$ cat src/rtl/exp2lin.sv
// exp2lin: inverts the 7-bit lin->exp curve with a 7-step successive-approximation search.
// Optional feature macro: EXP2LIN_NEAREST_EN (adds a NEAR state that rounds to the closer index).
module exp2lin #(
   parameter int unsigned IN_W = 32
) (
   input  logic            clk,
   input  logic            rst,
   input  logic            start,
   input  logic [IN_W-1:0] target,
   output logic            busy,
   output logic            done,
   output logic [6:0]      lin_out,
   output logic            clamp_hi,
   output logic            clamp_lo
);

   typedef enum logic [2:0] {StIdle, StSearch, StFix, StNear, StDone} state_t;

   state_t          state_q, state_d;
   logic [IN_W-1:0] tgt_q;
   logic [6:0]      acc_q, r_q, lin_q;
   logic [2:0]      bit_q;
   logic            chi_q, clo_q, hi_q, lo_q, done_q;

   logic [6:0]      trial;
   logic [15:0]     f_trial;
   logic            f_gt;

   // Piecewise-linear curve; every product is a sum/difference of shifted copies of n.
   function automatic logic [15:0] curve(input logic [6:0] n);
      logic [15:0] x;
      logic [15:0] y;
      x = {9'd0, n};
      if (n < 7'd8)       y = 16'd7540 - ((x << 8) + (x << 6) + (x << 5) + (x << 3) + (x << 2));
      else if (n < 7'd16) y = 16'd6637 - ((x << 8) - (x << 4) - (x << 2) - x);
      else if (n < 7'd24) y = 16'd5317 - ((x << 7) + (x << 4) + (x << 1) + x);
      else if (n < 7'd32) y = 16'd4006 - ((x << 6) + (x << 4) + (x << 3) + (x << 1));
      else if (n < 7'd40) y = 16'd2983 - ((x << 6) - (x << 3) + x);
      else if (n < 7'd52) y = 16'd2008 - (x << 5);
      else if (n < 7'd74) y = 16'd1039 - ((x << 3) + (x << 2) + x);
      else                y = (16'd52940 - ((x << 8) + (x << 7) + (x << 4) + (x << 3) + x)) >> 8;
      return y;
   endfunction

   // Search trial value and its compare against the full-width target.
   always_comb begin
      trial   = acc_q | (7'd1 << bit_q);
      f_trial = curve(trial);
      f_gt    = IN_W'(f_trial) > tgt_q;
   end

`ifdef EXP2LIN_NEAREST_EN
   logic [IN_W-1:0] d_lo, d_hi;
   // Distances to the neighbours on either side of the target.
   always_comb begin
      d_lo = IN_W'(curve(r_q - 7'd1)) - tgt_q;
      d_hi = tgt_q - IN_W'(curve(r_q));
   end
`endif

   // State register.
   always_ff @(posedge clk or posedge rst) begin
      if (rst) state_q <= StIdle;
      else     state_q <= state_d;
   end

   // Next-state logic.
   always_comb begin
      state_d = state_q;
      unique case (state_q)
         StIdle:   if (start) state_d = StSearch;
         StSearch: if (bit_q == 3'd0) state_d = StFix;
`ifdef EXP2LIN_NEAREST_EN
         StFix:    state_d = StNear;
`else
         StFix:    state_d = StDone;
`endif
         StNear:   state_d = StDone;
         StDone:   state_d = StIdle;
         default:  state_d = StIdle;
      endcase
   end

   // Datapath: latch, search, fix-up and output registers.
   always_ff @(posedge clk or posedge rst) begin
      if (rst) begin
         tgt_q  <= '0;
         acc_q  <= '0;
         r_q    <= '0;
         bit_q  <= '0;
         chi_q  <= 1'b0;
         clo_q  <= 1'b0;
         lin_q  <= '0;
         hi_q   <= 1'b0;
         lo_q   <= 1'b0;
         done_q <= 1'b0;
      end else begin
         done_q <= 1'b0;
         case (state_q)
            StIdle: begin
               if (start) begin
                  tgt_q <= target;
                  acc_q <= '0;
                  bit_q <= 3'd6;
               end
            end
            StSearch: begin
               if (f_gt) acc_q <= trial;
               bit_q <= bit_q - 3'd1;
            end
            StFix: begin
               // acc holds the largest n with f(n) > target, unless none exists.
               if (tgt_q >= IN_W'(7540))  r_q <= 7'd0;
               else if (acc_q == 7'd127)  r_q <= 7'd127;
               else                       r_q <= acc_q + 7'd1;
               chi_q <= tgt_q > IN_W'(7540);
               clo_q <= tgt_q < IN_W'(3);
            end
            StNear: begin
`ifdef EXP2LIN_NEAREST_EN
               if (!chi_q && !clo_q && r_q != 7'd0 && d_lo < d_hi) r_q <= r_q - 7'd1;
`endif
            end
            StDone: begin
               lin_q  <= r_q;
               hi_q   <= chi_q;
               lo_q   <= clo_q;
               done_q <= 1'b1;
            end
            default: ;
         endcase
      end
   end

   assign busy     = (state_q != StIdle);
   assign done     = done_q;
   assign lin_out  = lin_q;
   assign clamp_hi = hi_q;
   assign clamp_lo = lo_q;

endmodule
$ cat config.mk
export PLATFORM = sky130hd
export DESIGN_NAME = exp2lin
export DESIGN_NICKNAME = d
export VERILOG_FILES = /design/src/rtl/exp2lin.sv
export SDC_FILE = /design/constraint.sdc
export NUM_CORES = 1
export LEC_CHECK = 0
export CAP_MARGIN = 20
export CORE_MARGIN = 4
export CORE_UTILIZATION = 57
export CTS_CLUSTER_SIZE = 30
export DETAILED_ROUTE_END_ITERATION = 16
export PLACE_DENSITY = 0.79
export SLEW_MARGIN = 5
export SYNTH_ARGS = -nofsm -noshare
export SYNTH_HDL_FRONTEND = slang
export SYNTH_SLANG_ARGS = --single-unit
$ cat constraint.sdc
create_clock -name clk -period 7.3 [get_ports clk]
set_clock_uncertainty 0.15 [all_clocks]
set_input_delay 0.73 -clock clk [delete_from_list [all_inputs] [get_ports clk]]
set_output_delay 0.73 -clock clk [all_outputs]
set_load 0.03 [all_outputs]
==> metrics.csv, run 1 <==
stage,metric,value,unit
place,Detail Placement HPWL,24.0,mm
yosys,Synth warnings,0,
yosys,Cell variety after synth,87,
yosys,Synth top area share,24.0,%
cells_and_area,footprint of the multi-input gates,0.00776,sq mm
clock_tree,hold buffers post-CTS,0,
routing,DRT Pass-1 Iters,7,
clock_tree,clock sink count,64,
routing,Via density,6.15,
yosys,flop and latch count out of synthesis,64,
floorplanning,Die Y,142,um
clock_tree,Root Driver,clkbuf_16,
critical_path,WP data required,7390,ps
yosys,most numerous cell in the Yosys netlist,ha_1,
critical_path,Crit-path slowest cell,fa_1,
cells_and_area,number of diodes,0,
clock_tree,total CTS buffers,9,
critical_path,critical path startpoint category,flip-flop,
place,gpl congestion,1.02,
sta,post-route minimum period,6760,ps
yosys,"Top FF cell, synth",dfrtp_1,
flow_run,max_cap viols,0,
clock_tree,Post-CTS Setup Bufs,0,
critical_path,most frequent CP cell,ha_1,
cells_and_area,"Design Area, Final",0.0112,sq mm
floorplanning,Die ar.,0.0200,sq mm
yosys,Synth top cells by count,"ha_1, inv_1, nand2_1",
sta,Final period util,92.5,%
routing,Iteration-0 DRC Markers,851,
place,pre-CTS setup slack,699,ps
clock_tree,"Clk Latency, worst-skew pair",320,ps
floorplanning,Die Width,142,um
place,Port Buffers,45,
floorplanning,row cnt,48,
cells_and_area,layout cell share with drive strength beyond 1,6.47,%
sta,Setup WS post-layout,545,ps
clock_tree,CTS tree,built,
floorplanning,Starting Density,58.4,%
critical_path,crit path kind,flip-flop to flip-flop,
global_routing,total track usage,30.3,%
global_routing,largest net degree at the start of global routing,65,
sta,Hold Slack,326,ps
sta,slew margin rel.,39.5,%
yosys,Post-synth EDFFs,0,
global_routing,antenna violations before repair,1,
outcome,outcome,finished clean,
yosys,Yosys top cell by area,ha_1,
yosys,Synthesized Nets,1501,
yosys,Mean Syn Cell Area,8.28,sq um
routing,DRC,0,
global_routing,total congestion overflow,0,
floorplanning,CORE AREA,0.0174,sq mm
yosys,"Async S/R FF share, synth",100,%
routing,detailed-route wire length,30.1,mm
yosys,synthesized area,0.0102,sq mm
sta,final hold violation count,0,
critical_path,"delay-heaviest family, CP",adder cells,
critical_path,CP bufs+invs,5,
sta,actual slew at the worst max-slew pin,905,ps
critical_path,crit-path cells,inv_1 -> ha_1 -> nor2b_1 -> or2_1 -> inv_2 -> buf_4 -> fa_1 -> fa_1 -> inv_1 -> ha_1 -> nor2b_1 -> o31ai_1 -> a21oi_1 -> o41ai_2 -> xor2_1 -> o211ai_1 -> nor3_1 -> a2bb2oi_2 -> ha_1 -> a2111oi_0 -> o221ai_1 -> o21ai_1 -> buf_4 -> mux2i_1,
clock_tree,H-tree depth,3,
min_path,HP Class,flip-flop to flip-flop,
routing,wire per inst,20.0,um
clock_tree,clock buffer depth,2,
yosys,sequential share of the synthesized area,15.7,%
cells_and_area,Fillers,1487,
cells_and_area,# nets final,1550,
sta,setup TNS,0,ps
yosys,largest cells by area after synthesis,"ha_1, dfrtp_1, fa_1",
cells_and_area,register area,0.00160,sq mm
critical_path,Crit Path Max Fanout,17,
global_routing,number of global-route vias before repair,9137,
sta,RSZ-0062 raised after global routing,no,
clock_tree,clock slew at reported path FFs,60,ps
cells_and_area,area growth from synthesis to layout,10.1,%
sta,fmax,0.148,GHz
floorplanning,Top Ports,46,
place,placed cell area,0.0109,sq mm
sta,Finish-stage setup viols,0,
sta,"Slew Viols, Final",0,
routing,via count,9270,
routing,Final ANT Viol Nets,0,
global_routing,first-pass GRT wire length,48.3,mm
clock_tree,Post-CTS Resized,0,
critical_path,Crit path largest cell delay,530,ps
critical_path,Critical Path AT,6840,ps
critical_path,Setup crit end kind,flip-flop,
yosys,Cells after Synth,1228,
==> worst paths after layout <==
| check | from | endpoint | slack (ps) | depth (start not counted) |
|---|---|---|---|---|
| setup / recovery | bit_q[1]$_DFFE_PP0P_ | acc_q[3]$_DFFE_PP0P_ | 540 | 24 |
| hold / removal | r_q[5]$_DFFE_PP0P_ | r_q[5]$_DFFE_PP0P_ | 330 | 1 |
| setup reg to reg | bit_q[1]$_DFFE_PP0P_ | acc_q[3]$_DFFE_PP0P_ | 540 | 24 |
| hold reg to reg | r_q[5]$_DFFE_PP0P_ | r_q[5]$_DFFE_PP0P_ | 330 | 1 |
| max in group asynchronous | rst | tgt_q[10]$_DFFE_PP0P_ | 5670 | 3 |
| min in group asynchronous | rst | tgt_q[17]$_DFFE_PP0P_ | 810 | 3 |
==> sequential cells by signal, indices dropped and copies added (netlist names) <==
| register | flops |
|---|---|
| acc_q | 7 |
| clamp_lo | 1 |
| chi_q | 1 |
| r_q | 7 |
| clamp_hi | 1 |
| done | 1 |
| tgt_q | 32 |
| state_q | 3 |
| bit_q | 3 |
| lin_out | 7 |
| clo_q | 1 |
==> final cells by class <==
| class | count | share of cell area (%) |
|---|---|---|
| Clock buffer | 10 | 2.13 |
| Clock inverter | 6 | 0.603 |
| Inverter | 169 | 5.66 |
| Multi-Input combinational cell | 965 | 69.2 |
| Sequential cell | 64 | 14.3 |
| Tap cell | 225 | 2.51 |
| Timing Repair Buffer | 68 | 5.56 |
==> per-stage QoR <==
| step | util (%) | cells |
|---|---|---|
| after global routing | 64.3 | 1507 |
| final | 64.3 | 1507 |
| after CTS | 64.3 | 1507 |
| after detailed placement | 62.6 | 1491 |
| after global placement | 62.6 | 1491 |
| after floorplan | - | 1228 |
==> layout by cell type (no fill, tap or decap), types with 5 or more instances in the layout <==
master and count:
a211oi_1 9, a21o_1 29, a21oi_1 72, a31o_1 5, a31oi_1 13, and3_1 7, buf_4 23, clkbuf_16 9
clkdlybuf4s50_1 45, dfrtp_1 64, fa_1 43, ha_1 195, inv_1 163, inv_2 6, mux2_2 9, mux2i_1 7
nand2_1 141, nand2b_1 17, nand3_1 17, nand4_1 9, nor2_1 55, nor2b_1 17, nor3_1 36, nor3b_1 5
nor4_1 7, o211ai_1 6, o21a_1 13, o21ai_0 63, o21ai_1 10, o31ai_1 7, or3_1 8, or4_1 8
xnor2_1 47, xor2_1 21
==> cell families (layout without fill, tap and decap cells) <==
group           count (synthesis)  after routing  share of synthesized area, %
simple gates                  349            349                          16.7
compound gates                294            294                          19.5
fa+ha+maj                     238            238                          32.4
buf+inv                       199            253                          8.04
xor+xnor                       68             68                          5.85
flops                          64             64                          15.7
mux                            16             16                          1.69
==> per-layer routing <==
layer / part of all wire [%] / GRT usage [%] / routed length (um)
met5: 0.023 / 0 / 7
met4: 3.8 / 11.3 / 1160
met3: 7.8 / 4.31 / 2340
met2: 46 / 50.6 / 14000
met1: 42 / 39.9 / 12600
Power of run 1 is not shown: default switching activity piles up to over one toggle a cycle in this logic, so the estimate is an artifact.
==> inputs of run 2 (changes only) <==
- MAX_ROUTING_LAYER: default -> met4
==> run 2 against run 1 <==
Effect of this change: die area unchanged; sequential share of layout area about the same; clock-buffer cell count decreased by 1.
==> metrics.csv, run 2 (synthesis results as in run 1) <==
stage,metric,value,unit
routing,detailed-route wire length,30.1,mm
global_routing,largest net degree at the start of global routing,65,
floorplanning,Die ar.,0.0200,sq mm
clock_tree,CTS tree,built,
sta,fmax,0.147,GHz
global_routing,total track usage,31.6,%
place,placed cell area,0.0109,sq mm
cells_and_area,area growth from synthesis to layout,10.3,%
critical_path,Crit Path Max Fanout,17,
clock_tree,Post-CTS Resized,0,
floorplanning,Starting Density,58.4,%
clock_tree,clock sink count,64,
global_routing,number of global-route vias before repair,9327,
floorplanning,Top Ports,46,
clock_tree,hold buffers post-CTS,0,
floorplanning,CORE AREA,0.0174,sq mm
critical_path,crit path kind,flip-flop to flip-flop,
clock_tree,Post-CTS Setup Bufs,0,
cells_and_area,# nets final,1551,
sta,final hold violation count,0,
routing,DRT Pass-1 Iters,6,
sta,slew margin rel.,40.4,%
cells_and_area,"most common cell after layout, fill and taps aside",ha_1,
routing,Final ANT Viol Nets,0,
floorplanning,row cnt,48,
routing,wire per inst,20.0,um
sta,setup TNS,0,ps
cells_and_area,Finished Core Util,64.4,%
place,placed insts,1492,
sta,RSZ-0062 raised after global routing,no,
sta,post-route minimum period,6790,ps
clock_tree,clock buffer depth,2,
outcome,outcome,finished clean,
routing,via count,9212,
routing,Iteration-0 DRC Markers,780,
routing,DRC,0,
place,Detail Placement HPWL,23.8,mm
cells_and_area,most frequent cells in the layout,"ha_1, inv_1, nand2_1",
clock_tree,total CTS buffers,9,
place,gpl congestion,1.04,
global_routing,total congestion overflow,0,
cells_and_area,Biggest register,tgt_q,
clock_tree,Root Driver,clkbuf_16,
cells_and_area,max reg flops,32,
cells_and_area,layout cell share with drive strength beyond 1,6.55,%
global_routing,antenna violations before repair,0,
cells_and_area,number of diodes,0,
critical_path,Setup crit end kind,flip-flop,
clock_tree,clock slew at reported path FFs,60,ps
sta,actual slew at the worst max-slew pin,891,ps
critical_path,WP data required,7400,ps
routing,Via density,6.11,
cells_and_area,fin cells,1508,
sta,"Slew Viols, Final",0,
cells_and_area,"Design Area, Final",0.0112,sq mm
place,Port Buffers,45,
critical_path,critical path startpoint category,flip-flop,
clock_tree,"Clk Latency, worst-skew pair",330,ps
sta,Finish-stage setup viols,0,
critical_path,Critical Path AT,6890,ps
global_routing,first-pass GRT wire length,48.9,mm
floorplanning,Die Width,142,um
sta,Final period util,93.0,%
min_path,HP Class,flip-flop to flip-flop,
flow_run,max_cap viols,0,
clock_tree,H-tree depth,3,
floorplanning,Die Y,142,um
## run 2: changes by cell type in the layout (fill, tap and decap cells not counted)
cell,previous run,this run
bufinv_16,1,2
clkbuf_8,1,0
clkinv_2,1,2
clkinvlp_4,2,1
buf_4,23,24
## run 2: cell type report
class | instances | area, sq um
fill | 1518 | 6190
multi-input combinational | 965 | 7760
tap | 225 | 282
timing repair buffer | 69 | 631
clock buffer | 9 | 225
clock inverter | 7 | 95.1
inverter | 169 | 634
sequential | 64 | 1600
## run 2: critical path, stage by stage, from the launching register on
cell and delay, ps:
dfrtp_1 390, inv_1 90, ha_1 220, nor2b_1 150, or2_1 340, inv_2 190, buf_4 340, fa_1 520
fa_1 520, inv_1 40, ha_1 330, nor2b_1 160, o31ai_1 340, a21oi_1 180, o41ai_2 290, xor2_1 220
o211ai_1 110, nor3_1 360, a2bb2oi_2 130, ha_1 300, a2111oi_0 440, o221ai_1 240, o21ai_1 190, buf_4 200
mux2i_1 220
## run 2: metal layers
metal / part of all wire, % / wire length, um / GRT usage (%)
met1: 41 / 12500 / 39.9
met2: 46 / 14000 / 52.3
met3: 8.2 / 2480 / 4.01
met4: 3.8 / 1160 / 11.2
met5: 0 / 0 / -
## run 2: final timing paths
| path | startpoint | end | slack, ps | cells after the start |
|---|---|---|---|---|
| max | bit_q[1]$_DFFE_PP0P_ | acc_q[1]$_DFFE_PP0P_ | 510 | 24 |
| min | r_q[4]$_DFFE_PP0P_ | r_q[4]$_DFFE_PP0P_ | 330 | 1 |
| max reg2reg | bit_q[1]$_DFFE_PP0P_ | acc_q[1]$_DFFE_PP0P_ | 510 | 24 |
| min reg2reg | r_q[4]$_DFFE_PP0P_ | r_q[4]$_DFFE_PP0P_ | 330 | 1 |
| max in group asynchronous | rst | tgt_q[5]$_DFFE_PP0P_ | 5660 | 3 |
| min in group asynchronous | rst | tgt_q[28]$_DFFE_PP0P_ | 820 | 3 |
## run 2: stage by stage
step	hold WS, ps	setup slack (ps)
3_3_place_gp	305	905
3_5_place_dp	311	710
2_1_floorplan	294	521
4_1_cts	329	635
5_1_grt	357	171
6_report	329	508
Power of run 2 is left out for the same reason.
==> inputs of run 3 (changes only) <==
- CORE_UTILIZATION: 57 -> 64
- PLACE_DENSITY: 0.79 -> 0.84
- clock period: 7.3 -> 6.6 ns (I/O delays scaled with it)
==> run 3 against run 2 <==
Effect of this change: final cell count is essentially flat; first-iteration DRC count up 25%; global-route usage grew 3.0 points; hold slack worse by 5.2 ps; worst setup slack lost 270 ps; clock-buffer cell count rose by 3; die area is 10% lower; sequential share of layout area fell by 0.29 points; via count is 1.9% higher; fmax rose by 6.7%; register-to-register slack lost 270 ps; sequential cell count did not move; critical path type unchanged; critical endpoint is now acc_q[2]$_DFFE_PP0P_; largest cell class unchanged; highest routed layer unchanged.
==> metrics.csv, run 3 (synthesis results as in run 1) <==
stage,metric,value,unit
flow_run,max_cap viols,0,
critical_path,CP bufs+invs,4,
sta,post-route minimum period,6360,ps
critical_path,crit path kind,flip-flop to flip-flop,
outcome,outcome,finished clean,
critical_path,Crit path largest cell delay,520,ps
global_routing,antenna violations before repair,0,
sta,final hold violation count,0,
cells_and_area,number of diodes,0,
floorplanning,Starting Density,66.2,%
cells_and_area,# nets final,1566,
floorplanning,Die Y,134,um
routing,Via density,6.22,
critical_path,most frequent CP cell,ha_1,
cells_and_area,fin cells,1509,
critical_path,crit-path cells,inv_1 -> ha_1 -> nand2b_1 -> nand2b_1 -> inv_2 -> ha_1 -> fa_2 -> fa_1 -> inv_1 -> ha_1 -> o21ai_0 -> nor2_1 -> o41a_1 -> a41o_1 -> or4_1 -> o21ai_1 -> xor2_1 -> o221ai_2 -> ha_1 -> a2111oi_2 -> o221ai_1 -> o21ai_1 -> buf_4 -> mux2i_1,
clock_tree,"Clk Latency, worst-skew pair",330,ps
cells_and_area,max reg flops,32,
clock_tree,H-tree depth,3,
clock_tree,clock buffer depth,2,
routing,DRC,0,
global_routing,number of global-route vias before repair,9294,
critical_path,Crit Path Max Fanout,7,
routing,Final ANT Viol Nets,0,
cells_and_area,most frequent cells in the layout,"ha_1, inv_1, nand2_1",
critical_path,WP data required,6700,ps
critical_path,Critical Path AT,6470,ps
routing,Iteration-0 DRC Markers,975,
floorplanning,Top Ports,46,
critical_path,critical path startpoint category,flip-flop,
routing,wire per inst,20.0,um
floorplanning,CORE AREA,0.0154,sq mm
clock_tree,CTS tree,built,
place,Port Buffers,45,
cells_and_area,area growth from synthesis to layout,12.6,%
global_routing,largest net degree at the start of global routing,65,
clock_tree,Root Driver,clkbuf_16,
cells_and_area,Finished Core Util,74.5,%
clock_tree,hold buffers post-CTS,0,
cells_and_area,Biggest register,tgt_q,
floorplanning,Die ar.,0.0180,sq mm
sta,actual slew at the worst max-slew pin,894,ps
critical_path,"delay-heaviest family, CP",adder cells,
clock_tree,clock sink count,64,
global_routing,first-pass GRT wire length,48.0,mm
place,Detail Placement HPWL,23.5,mm
place,placed insts,1488,
sta,Final period util,96.4,%
routing,DRT Pass-1 Iters,6,
cells_and_area,Fillers,1163,
critical_path,Worst path depth,24,
sta,fmax,0.157,GHz
critical_path,Crit-path slowest cell,fa_1,
floorplanning,row cnt,45,
cells_and_area,layout cell share with drive strength beyond 1,9.01,%
sta,slew margin rel.,40.2,%
routing,via count,9390,
cells_and_area,"most common cell after layout, fill and taps aside",ha_1,
global_routing,total congestion overflow,0,
min_path,HP Class,flip-flop to flip-flop,
global_routing,total track usage,34.6,%
critical_path,Reg2Reg Depth,24,
floorplanning,Die Width,134,um
min_path,hold depth,1,
routing,detailed-route wire length,30.1,mm
clock_tree,total CTS buffers,9,
critical_path,Setup crit end kind,flip-flop,
sta,"Slew Viols, Final",0,
sta,Finish-stage setup viols,0,
place,gpl congestion,1.02,
clock_tree,clock slew at reported path FFs,50,ps
==> run 3: cell type report <==
type | instances | area, sq um | area share [%]
clock buffer | 12 | 256 | 2.24
inverter | 169 | 634 | 5.54
multi-input combinational | 965 | 7890 | 68.8
clock inverter | 4 | 51.3 | 0.448
timing repair buffer | 84 | 763 | 6.66
sequential | 64 | 1600 | 14.0
tap | 211 | 264 | 2.30
==> run 3: worst paths after layout <==
check / from / end / slack [ps]
worst max-delay path: bit_q[0]$_DFFE_PP0P_ / acc_q[2]$_DFFE_PP0P_ / 240
worst min-delay path: r_q[2]$_DFFE_PP0P_ / r_q[2]$_DFFE_PP0P_ / 320
worst max register to register: bit_q[0]$_DFFE_PP0P_ / acc_q[2]$_DFFE_PP0P_ / 240
worst min register to register: r_q[2]$_DFFE_PP0P_ / r_q[2]$_DFFE_PP0P_ / 320
max in group asynchronous: rst / tgt_q[13]$_DFFE_PP0P_ / 5040
min in group asynchronous: rst / tgt_q[17]$_DFFE_PP0P_ / 740
==> run 3: per-stage QoR <==
| stage | setup WS [ps] | cell area (sq um) | setup TNS [ps] | hold WS [ps] |
|---|---|---|---|---|
| after floorplan | 118 | 10200 | 0 | 294 |
| after global placement | 319 | 11000 | 0 | 307 |
| after detailed placement | 177 | 11000 | 0 | 314 |
| after CTS | 122 | 11300 | 0 | 326 |
| after global routing | -14.0 | 11500 | -15.0 | 336 |
| final | 235 | 11500 | 0 | 324 |
==> run 3: worst reg2reg max path: stages (launching register included) <==
cell and delay [ps]:
dfrtp_1 400, inv_1 100, ha_1 230, nand2b_1 150, nand2b_1 170, inv_2 100
ha_1 270, fa_2 510, fa_1 520, inv_1 50, ha_1 330, o21ai_0 190
nor2_1 110, o41a_1 360, a41o_1 280, or4_1 400, o21ai_1 120, xor2_1 300
o221ai_2 180, ha_1 240, a2111oi_2 340, o221ai_1 170, o21ai_1 180, buf_4 200
mux2i_1 210
==> run 3: layer usage <==
| metal | GRT usage, % | wire length, um | share of wire [%] |
|---|---|---|---|
| met5 | - | 0 | 0 |
| met4 | 14.4 | 1470 | 4.9 |
| met2 | 56.3 | 13900 | 46 |
| met1 | 43.9 | 12100 | 40 |
| met3 | 4.24 | 2610 | 8.7 |
==> run 3: timing repair <==
| action | 4_1_cts | 5_1_grt |
|---|---|---|
| setup endpoints to repair | 0 | 7 |
| buffers inserted | 0 | 5 |
| resized for setup | 0 | 29 |
Power of run 3 is left out for the same reason.
